File: src/rtl/pet_pkg.sv
// Shared definitions for the pet input controller: button FSM encoding and
// default timing constants for a 50 MHz clock.
package pet_pkg;

    typedef enum logic [1:0] {
        BTN_ARMED  = 2'd0,
        BTN_HELD   = 2'd1,
        BTN_LOCKED = 2'd2
    } btn_state_t;

    localparam int DEF_DEB_CYC  = 1_000_000;
    localparam int DEF_LONG_CYC = 250_000_000;
    localparam int DEF_COOL_CYC = 50_000_000;

endpackage

File: src/rtl/debounce.sv
// One input channel: 2-flop synchronizer, optional inversion, debounced level,
// registered rise pulse, and an idle flag (released and quiet for DEB_CYC cycles).
module debounce #(
    parameter int DEB_CYC = 1_000_000,
    parameter bit INVERT  = 1'b0
) (
    input  logic clk,
    input  logic rst,
    input  logic raw,
    output logic level,
    output logic rise,
    output logic idle
);
    localparam int CW = $clog2(DEB_CYC + 1);

    logic          sync1;
    logic          sync2;
    logic          active;
    logic [CW-1:0] cnt;
    logic [CW-1:0] quiet;

    assign active = sync2 ^ INVERT;
    assign idle   = (quiet == CW'(DEB_CYC));

    always_ff @(posedge clk) begin
        if (rst) begin
            sync1 <= 1'b0;
            sync2 <= 1'b0;
            cnt   <= '0;
            quiet <= '0;
            level <= 1'b0;
            rise  <= 1'b0;
        end else begin
            sync1 <= raw;
            sync2 <= sync1;
            rise  <= 1'b0;
            if (active != level) begin
                if (cnt == CW'(DEB_CYC - 1)) begin
                    level <= active;
                    rise  <= active;
                    cnt   <= '0;
                end else begin
                    cnt <= cnt + 1'b1;
                end
            end else begin
                cnt <= '0;
            end
            // Idle only counts once the synchronizer shows a settled release.
            if (active || level) begin
                quiet <= '0;
            end else if (quiet != CW'(DEB_CYC)) begin
                quiet <= quiet + 1'b1;
            end
        end
    end

endmodule

File: src/rtl/pet_input_ctrl.sv
// Debounced button/sensor front end: one-shot press pulses, a long-press test
// pulse, a light-to-dark pulse and a rate-limited proximity pulse.
module pet_input_ctrl
    import pet_pkg::*;
#(
    parameter int DEB_CYC  = DEF_DEB_CYC,
    parameter int LONG_CYC = DEF_LONG_CYC,
    parameter int COOL_CYC = DEF_COOL_CYC
) (
    input  logic clk,
    input  logic rst,
    input  logic btn_feed_n,
    input  logic btn_heal_n,
    input  logic btn_sel_n,
    input  logic btn_test_n,
    input  logic light_raw,
    input  logic echo_near,
    output logic feeding,
    output logic healing,
    output logic change_state,
    output logic test,
    output logic light_out,
    output logic echo_sig
);
    localparam int HW = $clog2(LONG_CYC + 1);
    localparam int CCW = $clog2(COOL_CYC + 1);

    // Button index: 0 feed, 1 heal, 2 select, 3 test.
    logic [3:0] btn_raw;
    logic [3:0] btn_lvl;
    logic [3:0] btn_rise;
    logic [3:0] btn_idle;
    logic [3:0] press;
    logic       light_lvl, light_rise, light_idle;
    logic       echo_lvl, echo_rise, echo_idle;
    logic       unused;

    btn_state_t state     [4];
    btn_state_t state_nxt [4];

    logic [HW-1:0]  hold;
    logic           test_q;
    logic [CCW-1:0] cool;

    assign btn_raw = {btn_test_n, btn_sel_n, btn_heal_n, btn_feed_n};
    assign unused  = ^{light_lvl, light_idle, echo_lvl, echo_idle};

    for (genvar i = 0; i < 4; i++) begin : g_btn
        debounce #(.DEB_CYC(DEB_CYC), .INVERT(1'b1)) u_deb (
            .clk(clk), .rst(rst), .raw(btn_raw[i]),
            .level(btn_lvl[i]), .rise(btn_rise[i]), .idle(btn_idle[i])
        );
    end

    debounce #(.DEB_CYC(DEB_CYC), .INVERT(1'b0)) u_light (
        .clk(clk), .rst(rst), .raw(light_raw),
        .level(light_lvl), .rise(light_rise), .idle(light_idle)
    );

    debounce #(.DEB_CYC(DEB_CYC), .INVERT(1'b0)) u_echo (
        .clk(clk), .rst(rst), .raw(echo_near),
        .level(echo_lvl), .rise(echo_rise), .idle(echo_idle)
    );

    always_ff @(posedge clk) begin
        for (int i = 0; i < 4; i++) begin
            state[i] <= rst ? BTN_LOCKED : state_nxt[i];
        end
    end

    // LOCKED leaves only after a confirmed release, so a press held through reset is ignored.
    always_comb begin
        press = '0;
        for (int i = 0; i < 4; i++) begin
            state_nxt[i] = state[i];
            case (state[i])
                BTN_ARMED: begin
                    if (btn_rise[i]) begin
                        state_nxt[i] = BTN_HELD;
                        press[i]     = 1'b1;
                    end
                end
                BTN_HELD:   if (!btn_lvl[i]) state_nxt[i] = BTN_ARMED;
                BTN_LOCKED: if (btn_idle[i]) state_nxt[i] = BTN_ARMED;
                default:    state_nxt[i] = BTN_LOCKED;
            endcase
        end
    end

    // The press cycle counts as the first hold cycle; the count saturates at LONG_CYC.
    always_ff @(posedge clk) begin
        if (rst) begin
            hold   <= '0;
            test_q <= 1'b0;
        end else begin
            test_q <= 1'b0;
            if (press[3]) begin
                hold   <= HW'(1);
                test_q <= (LONG_CYC == 1);
            end else if (state[3] == BTN_HELD && btn_lvl[3]) begin
                if (hold != HW'(LONG_CYC)) begin
                    hold   <= hold + 1'b1;
                    test_q <= (hold == HW'(LONG_CYC - 1));
                end
            end else begin
                hold <= '0;
            end
        end
    end

    always_ff @(posedge clk) begin
        if (rst) begin
            cool <= '0;
        end else if (echo_sig) begin
            cool <= CCW'(COOL_CYC);
        end else if (cool != '0) begin
            cool <= cool - 1'b1;
        end
    end

    assign feeding      = press[0];
    assign healing      = press[1];
    assign change_state = press[2];
    assign test         = test_q;
    assign light_out    = light_rise;
    assign echo_sig     = echo_rise && (cool == '0);

endmodule

File: config.mk
export PLATFORM = sky130hd
export DESIGN_NAME = pet_input_ctrl
export DESIGN_NICKNAME = d
export VERILOG_FILES = /design/src/rtl/pet_pkg.sv /design/src/rtl/debounce.sv /design/src/rtl/pet_input_ctrl.sv
export SDC_FILE = /design/constraint.sdc
export NUM_CORES = 1
export LEC_CHECK = 0
export ABC_AREA = 1
export CAP_MARGIN = 20
export CORE_MARGIN = 5
export CORE_UTILIZATION = 48
export CTS_BUF_LIST = sky130_fd_sc_hd__clkbuf_4
export DETAILED_ROUTE_END_ITERATION = 10
export GPL_ROUTABILITY_DRIVEN = 0
export GPL_TIMING_DRIVEN = 0
export SYNTH_ARGS = -nofsm -noshare
export SYNTH_HDL_FRONTEND = slang
export SYNTH_SLANG_ARGS = --single-unit
export TNS_END_PERCENT = 20
File: constraint.sdc
create_clock -name clk -period 2.4 [get_ports clk]
set_input_delay 0.6 -clock clk [delete_from_list [all_inputs] [get_ports clk]]
set_output_delay 0.6 -clock clk [all_outputs]
set_load 0.005 [all_outputs]
## Word level (Yosys, flattened, before mapping)

Memory sizes are Yosys's and may differ from the RTL's.
Index checks and enable logic that the tools add are counted.

| storage, ports and cells | value |
|---|---|
| bits in registers | 279 |
| bits in latches | 0 |
| bits in writable memories | 8 |
| memory bits (read-only) | 0 |
| input port bits | 8 |
| output and inout port bits | 6 |
| word-level logic and storage cells | 172 |
| memories | 1 |

| operators by class | value |
|---|---|
| add/sub/neg operators | 12 |
| multiply operators | 0 |
| divide/modulo/power cells | 0 |
| magnitude comparators | 0 |
| eq/ne operators | 31 |
| shift operators | 0 |
| mux-type cells | 33 |
| bitwise gates (word level) | 18 |
| reductions and logical operators | 38 |

Memories:

| name | words | bits a word | read ports | clocked after memory_dff | wr ports | RTL line | source |
|---|---|---|---|---|---|---|---|
| state | 4 | 2 | 4 | 0 | 4 | pet_input_ctrl.sv:38 | `btn_state_t state [4];` |

Operator list:

| kind | count |
|---|---|
| $add A20 B1 Y20 const B | 10 |
| $eq A20 B20 Y1 const B | 10 |
| $ne A20 B20 Y1 const B | 4 |
| $mux W26 | 2 |
| $reduce_or A3 Y1 | 13 |
| $mux W2 | 16 |
| $add A28 B1 Y28 const B | 1 |
| $eq A28 B28 Y1 const B | 1 |
| $ne A28 B28 Y1 const B | 1 |
| $logic_not A26 Y1 | 1 |
| $reduce_bool A26 Y1 | 1 |
| $sub A26 B1 Y26 const B | 1 |
| $pmux W2 S3 | 4 |
| $not A1 Y1 | 18 |
| $reduce_and A2 Y1 | 6 |
| $mux W1 | 11 |
| $reduce_or A2 Y1 | 5 |
| $eq A2 B1 Y1 const B | 4 |
| $eq A2 B2 Y1 const B | 4 |
| $logic_not A2 Y1 | 4 |
| $ne A1 B1 Y1 | 6 |
| $logic_or A1 B1 Y1 | 4 |
| $reduce_or A4 Y1 | 1 |
| $ne A3 B2 Y1 const B | 1 |
| 2 further kinds | 3 |

## Depth between registers and ports, before layout

An unclocked memory read counts as a cell.

| logic depth | value |
|---|---|
| depth after elaboration | 5 |
| gate-level depth with buffers | 10 |
| mapped depth without buffers | 10 |

## Hierarchy

From an unflattened synthesis, not the netlist that was laid out.

| unflattened totals | value |
|---|---|
| cell total of the unflattened synthesis | 2663 |
| area total of the unflattened synthesis | 17669.4 um2 |

Modules (own cells, without submodules):

| module | times used | cells an instance | area each (um2) | seq. area each (um2) |
|---|---|---|---|---|
| debounce at g_btn[0].u_deb ... | 4 | 358 | 2367.3 | 880.8 |
| debounce at u_echo ... | 2 | 358 | 2397.3 | 880.8 |
| pet_input_ctrl | 1 | 515 | 3405.8 | 1261.2 |

## Worst setup path before layout

No wires, ideal clock.

| path | value |
|---|---|
| path type | reg-to-output |
| start point | register cool[0] |
| end point | output port echo_sig |
| arrival | 1.261 ns |
| required time | 1.800 ns |
| path slack | 0.539 ns |
| stages on the path, launching flop included | 8 |
| path buffers | 0 |
| cells stage by stage | dfxtp_1 > inv_1 > ha_1 > nand2_2 > nor2_4 > inv_1 > nor2_1 > and3_1 |

| between the ends | value |
|---|---|
| longest elaborated chain between the ends | 2 |

Ends and longest elaborated chain:

| what | RTL line | source |
|---|---|---|
| start: declaration | pet_input_ctrl.sv:43 | `logic [CCW-1:0] cool;` |
| start signal: assignment | pet_input_ctrl.sv:115 | `cool <= CCW'(COOL_CYC);` |
| start signal: assignment | pet_input_ctrl.sv:117 | `cool <= cool - 1'b1;` |
| $logic_not A26 Y1 | pet_input_ctrl.sv:126 | `assign echo_sig = echo_rise && (cool == '0);` |
| $logic_and A1 B1 Y1 | pet_input_ctrl.sv:126 |  |
| end: declaration | pet_input_ctrl.sv:23 | `output logic echo_sig` |

No other way between the ends.

## Final worst setup path

| path | value |
|---|---|
| start point | register cool[18] |
| end point | output port echo_sig |

The elaborated chain is that of the path after synthesis.

==> results.txt <==
----------------------------------------------------
[Floorplan]
  Number of I/O pins ... 14
  Floorplan Core Area ... 0.0296 mm²
  DIE WIDTH ... 183 µm
  Count of standard-cell rows ... 63
  Die span in y ... 183 µm
  Die footprint ... 0.0334 mm²
  Effective utilization at floorplan ... 48.4%

[Cells and area]
  Nets ... 2219
  Area added between synthesis and finish ... 13.3%
  Non-filler instance count after layout ... 2632
  Layout fillers ... 2986
  Final core utilization ... 54.8%
  Share of post-route cells with drive strength above 1 ... 13.3%
  Seq. cell area ... 0.00576 mm²
  Final design area excluding fillers ... 0.0162 mm²
  Multi-input combinational cell area ... 0.00737 mm²

[Drt]
  Via total after detailed routing ... 12900
  Via-per-instance ratio ... 4.91
  Wire per inst ... 11.7 µm
  Remaining number of nets flagged by the antenna check after routing ... 0
  Initial DRC count ... 537
  Total iterations of the first detailed-routing run ... 5
  Count of unresolved DRC violations after routing ... 0
  Total Wirelength ... 30700 µm

[STA]
  Min setup slack post-route ... -0.0948 ns
  Number of pins exceeding their max-slew limit in the final report ... 0
  Slew headroom ... 57.8%
  Final critical-path required period ... 2.49 ns
  Final Hold Vio Count ... 0
  Skew final ... 0.0505 ns
  Tcrit/Tclk final ... 104%
  Top achievable clock speed ... 401 MHz
  Unrepaired setup endpoints after global routing ... yes
  Final setup vio count ... 1
  Slew @ Worst Pin ... 0.627 ns

[Job]
  Max cap viols ... 0

[Synth]
  Leading register cell type out of synthesis ... sky130_fd_sc_hd__dfxtp_1
  Most common cell in the synthesized netlist ... sky130_fd_sc_hd__nand2_1
  Post-synth design cell area ... 0.0143 mm²
  Yosys warnings ... 0
  Share of synthesized area occupied by flip-flops and latches ... 40.2%
  Cell accounting for the most synthesized area ... sky130_fd_sc_hd__dfxtp_1
  Fraction of synthesis flops using an asynchronous set or reset pin ... 0%
  Flip-flop and latch count after synthesis ... 287
  Number of flops mapped to enable cells by yosys ... 0
  Ranking of synthesized cells by instance count ... 426 x sky130_fd_sc_hd__nand2_1, 318 x sky130_fd_sc_hd__nor2_1, 287 x sky130_fd_sc_hd__dfxtp_1
  Area contributors post-synth ... sky130_fd_sc_hd__dfxtp_1 40%, sky130_fd_sc_hd__nand2_1 11%, sky130_fd_sc_hd__nor2_1 8.3%
  Distinct cells, synth ... 43
  Post-Syn Instances ... 2077
  Synthesized net count ... 2106
  Mean cell area of the mapped netlist ... 6.89 µm²
  Yosys top cell area share ... 40.2%

[Clock tree]
  Source-to-sink clock delay at the later pin of the worst-skew pair ... 0.70 ns
  Clock slew at the register clock pins of the worst setup and hold paths ... 0.06 ns
  H-tree depth ... 3
  Clk sink count ... 287
  TritonCTS clock tree ... done
  Cell at the root of the clock tree ... sky130_fd_sc_hd__clkbuf_4
  Hold Buf Count CTS ... 0
  Longest Clk Path Bufs ... 3
  Number of buffers added by the clock tree synthesis step ... 79

[Placed design]
  Worst slack at placement ... -0.247 ns
  Number of port buffers ... 12
  Total cell area at the placement stage ... 0.0149 mm²
  Detailed placement HPWL ... 21700 µm
  Cell Count Post-Placement ... 2479

[Worst setup path]
  Largest fanout of any net on the critical path ... 3
  Startpoint types ... flop
  Crit end category ... output port
  Data required time at the worst endpoint ... 1.80 ns
  Worst EP arrival ... 1.89 ns
  Category of the most critical setup path ... flop to output port

[GRT]
  Total Routing Usage GR ... 18.6%
  Via count of the first global-routing pass ... 12500
  Pin count of the biggest net entering global routing ... 12
  First-pass GRT wire length ... 54000 µm
  Residual overflow from global routing ... 0
  Antenna violations before repair ... 1

[Run status]
  Violated checks ... setup timing
  Run status ... finished, violations left

[Power]
  VDD IR max ... 0.478 mV
  Leakage ... 0.00575 µW
  Power per cell area ... 749 mW/mm²

[Worst hold path]
  HP Class ... flop to flop

----------------------------------------------------
[power by group]
| group | switching [µW] | total [µW] | internal (µW) |
|---|---|---|---|
| Combinational | 1410 | 2400 | 993 |
| Sequential | 177 | 5130 | 4950 |
| Clock | 2030 | 4610 | 2580 |
[cell type report]
type / count / area share, %
Clock buffer: 113 / 5.23
Buffer: 27 / 0.965
Inverter: 301 / 6.97
Antenna cell: 1 / 0.0154
Tap cell: 390 / 3.01
Sequential cell: 287 / 35.5
Timing Repair Buffer: 32 / 1.66
Clock inverter: 19 / 1.15
Multi-Input combinational cell: 1462 / 45.5
[metrics by stage]
step           TNS, ns  hold WS [ns]  total power [µW]
2_1_floorplan        0         0.388              6770
3_3_place_gp    -0.266         0.392              7110
3_5_place_dp    -0.275         0.396              7130
4_1_cts         -0.218         0.347             12200
5_1_grt         -0.339         0.367             12900
6_report       -0.0948         0.402             12100
[registers in the layout, summed over array words and instances, names as in the netlist]
signal and cells:
g_btn.u_deb.quiet 80, g_btn.u_deb.sync2 4, cool 26, u_echo.cnt 20, u_echo.active 1, g_btn.u_deb.rise 4, u_light.cnt 20, test 1
u_echo.sync1 1, g_btn.u_deb.cnt 80, state 8, u_light.sync1 1, g_btn.u_deb.level 4, u_light.rise 1, g_btn.u_deb.sync1 4, u_light.level 1
u_light.active 1, u_echo.level 1, u_echo.rise 1, hold 28
[critical path: stages (launching register included)]
cell and delay, ns:
sky130_fd_sc_hd__dfxtp_1 0.36, sky130_fd_sc_hd__nor2_2 0.17, sky130_fd_sc_hd__nand2_2 0.09, sky130_fd_sc_hd__nor2_4 0.11, sky130_fd_sc_hd__nand2_2 0.08, sky130_fd_sc_hd__nor2_4 0.10, sky130_fd_sc_hd__and3_4 0.20, sky130_fd_sc_hd__buf_6 0.09
[placed cells by master, fill, tap and decap left out, types with 20 or more instances in the layout]
| cell type | Yosys | routed |
|---|---|---|
| sky130_fd_sc_hd__a21oi_1 | 144 | 144 |
| sky130_fd_sc_hd__buf_4 | 1 | 21 |
| sky130_fd_sc_hd__clkbuf_4 | 0 | 113 |
| sky130_fd_sc_hd__dfxtp_1 | 287 | 277 |
| sky130_fd_sc_hd__ha_1 | 21 | 20 |
| sky130_fd_sc_hd__inv_1 | 278 | 275 |
| sky130_fd_sc_hd__inv_2 | 23 | 26 |
| sky130_fd_sc_hd__nand2_1 | 426 | 422 |
| sky130_fd_sc_hd__nand3_1 | 144 | 143 |
| sky130_fd_sc_hd__nand4_1 | 57 | 57 |
| sky130_fd_sc_hd__nor2_1 | 318 | 309 |
| sky130_fd_sc_hd__nor2_2 | 28 | 31 |
| sky130_fd_sc_hd__nor2_4 | 17 | 23 |
| sky130_fd_sc_hd__nor3_1 | 79 | 79 |
| sky130_fd_sc_hd__o21ai_0 | 64 | 64 |
| sky130_fd_sc_hd__xnor2_1 | 20 | 20 |
| sky130_fd_sc_hd__xor2_1 | 41 | 41 |
[path summary, 6_finish.rpt]
kind	from	end	slack, ns	cells past startpoint
min reg2reg	g_btn[2].u_deb.sync1	g_btn[2].u_deb.sync2	0.40	2
max	cool[18]	echo_sig	-0.09	7
max reg2reg	g_btn[1].u_deb.quiet[0]	g_btn[1].u_deb.quiet[18]	0.48	8
min	g_btn[2].u_deb.sync1	g_btn[2].u_deb.sync2	0.40	2
[routing by layer]
layer	track usage [%]	routed length (µm)	part of all wire (%)
met3	3.77	970	3.2
met2	31.1	13900	45
met4	6.75	722	2.4
met5	0	0	0
met1	23.6	15100	49
[logic make-up (layout without fill, tap and decap cells)]
family / Yosys count / in the layout / share of synthesized area, %
other: 0 / 1 / 0
AO/OA/AOI/OAI: 245 / 245 / 8.99
XOR/XNOR: 61 / 61 / 3.73
buffers and inverters: 328 / 492 / 8.99
adder cells (fa/ha/maj): 21 / 21 / 1.84
flip-flops: 287 / 287 / 40.2
AND/OR/NAND/NOR: 1135 / 1135 / 36.3
[what timing repair did]
| item | in CTS | in global routing |
|---|---|---|
| gates resized for setup | 36 | 10 |
| setup endpoints to repair | 4 | 2 |
| setup buffers | 16 | 4 |
| cloned | 0 | 0 |
| pin swaps | 17 | 5 |
No activity file was read; power rests on OpenSTA's default activity.
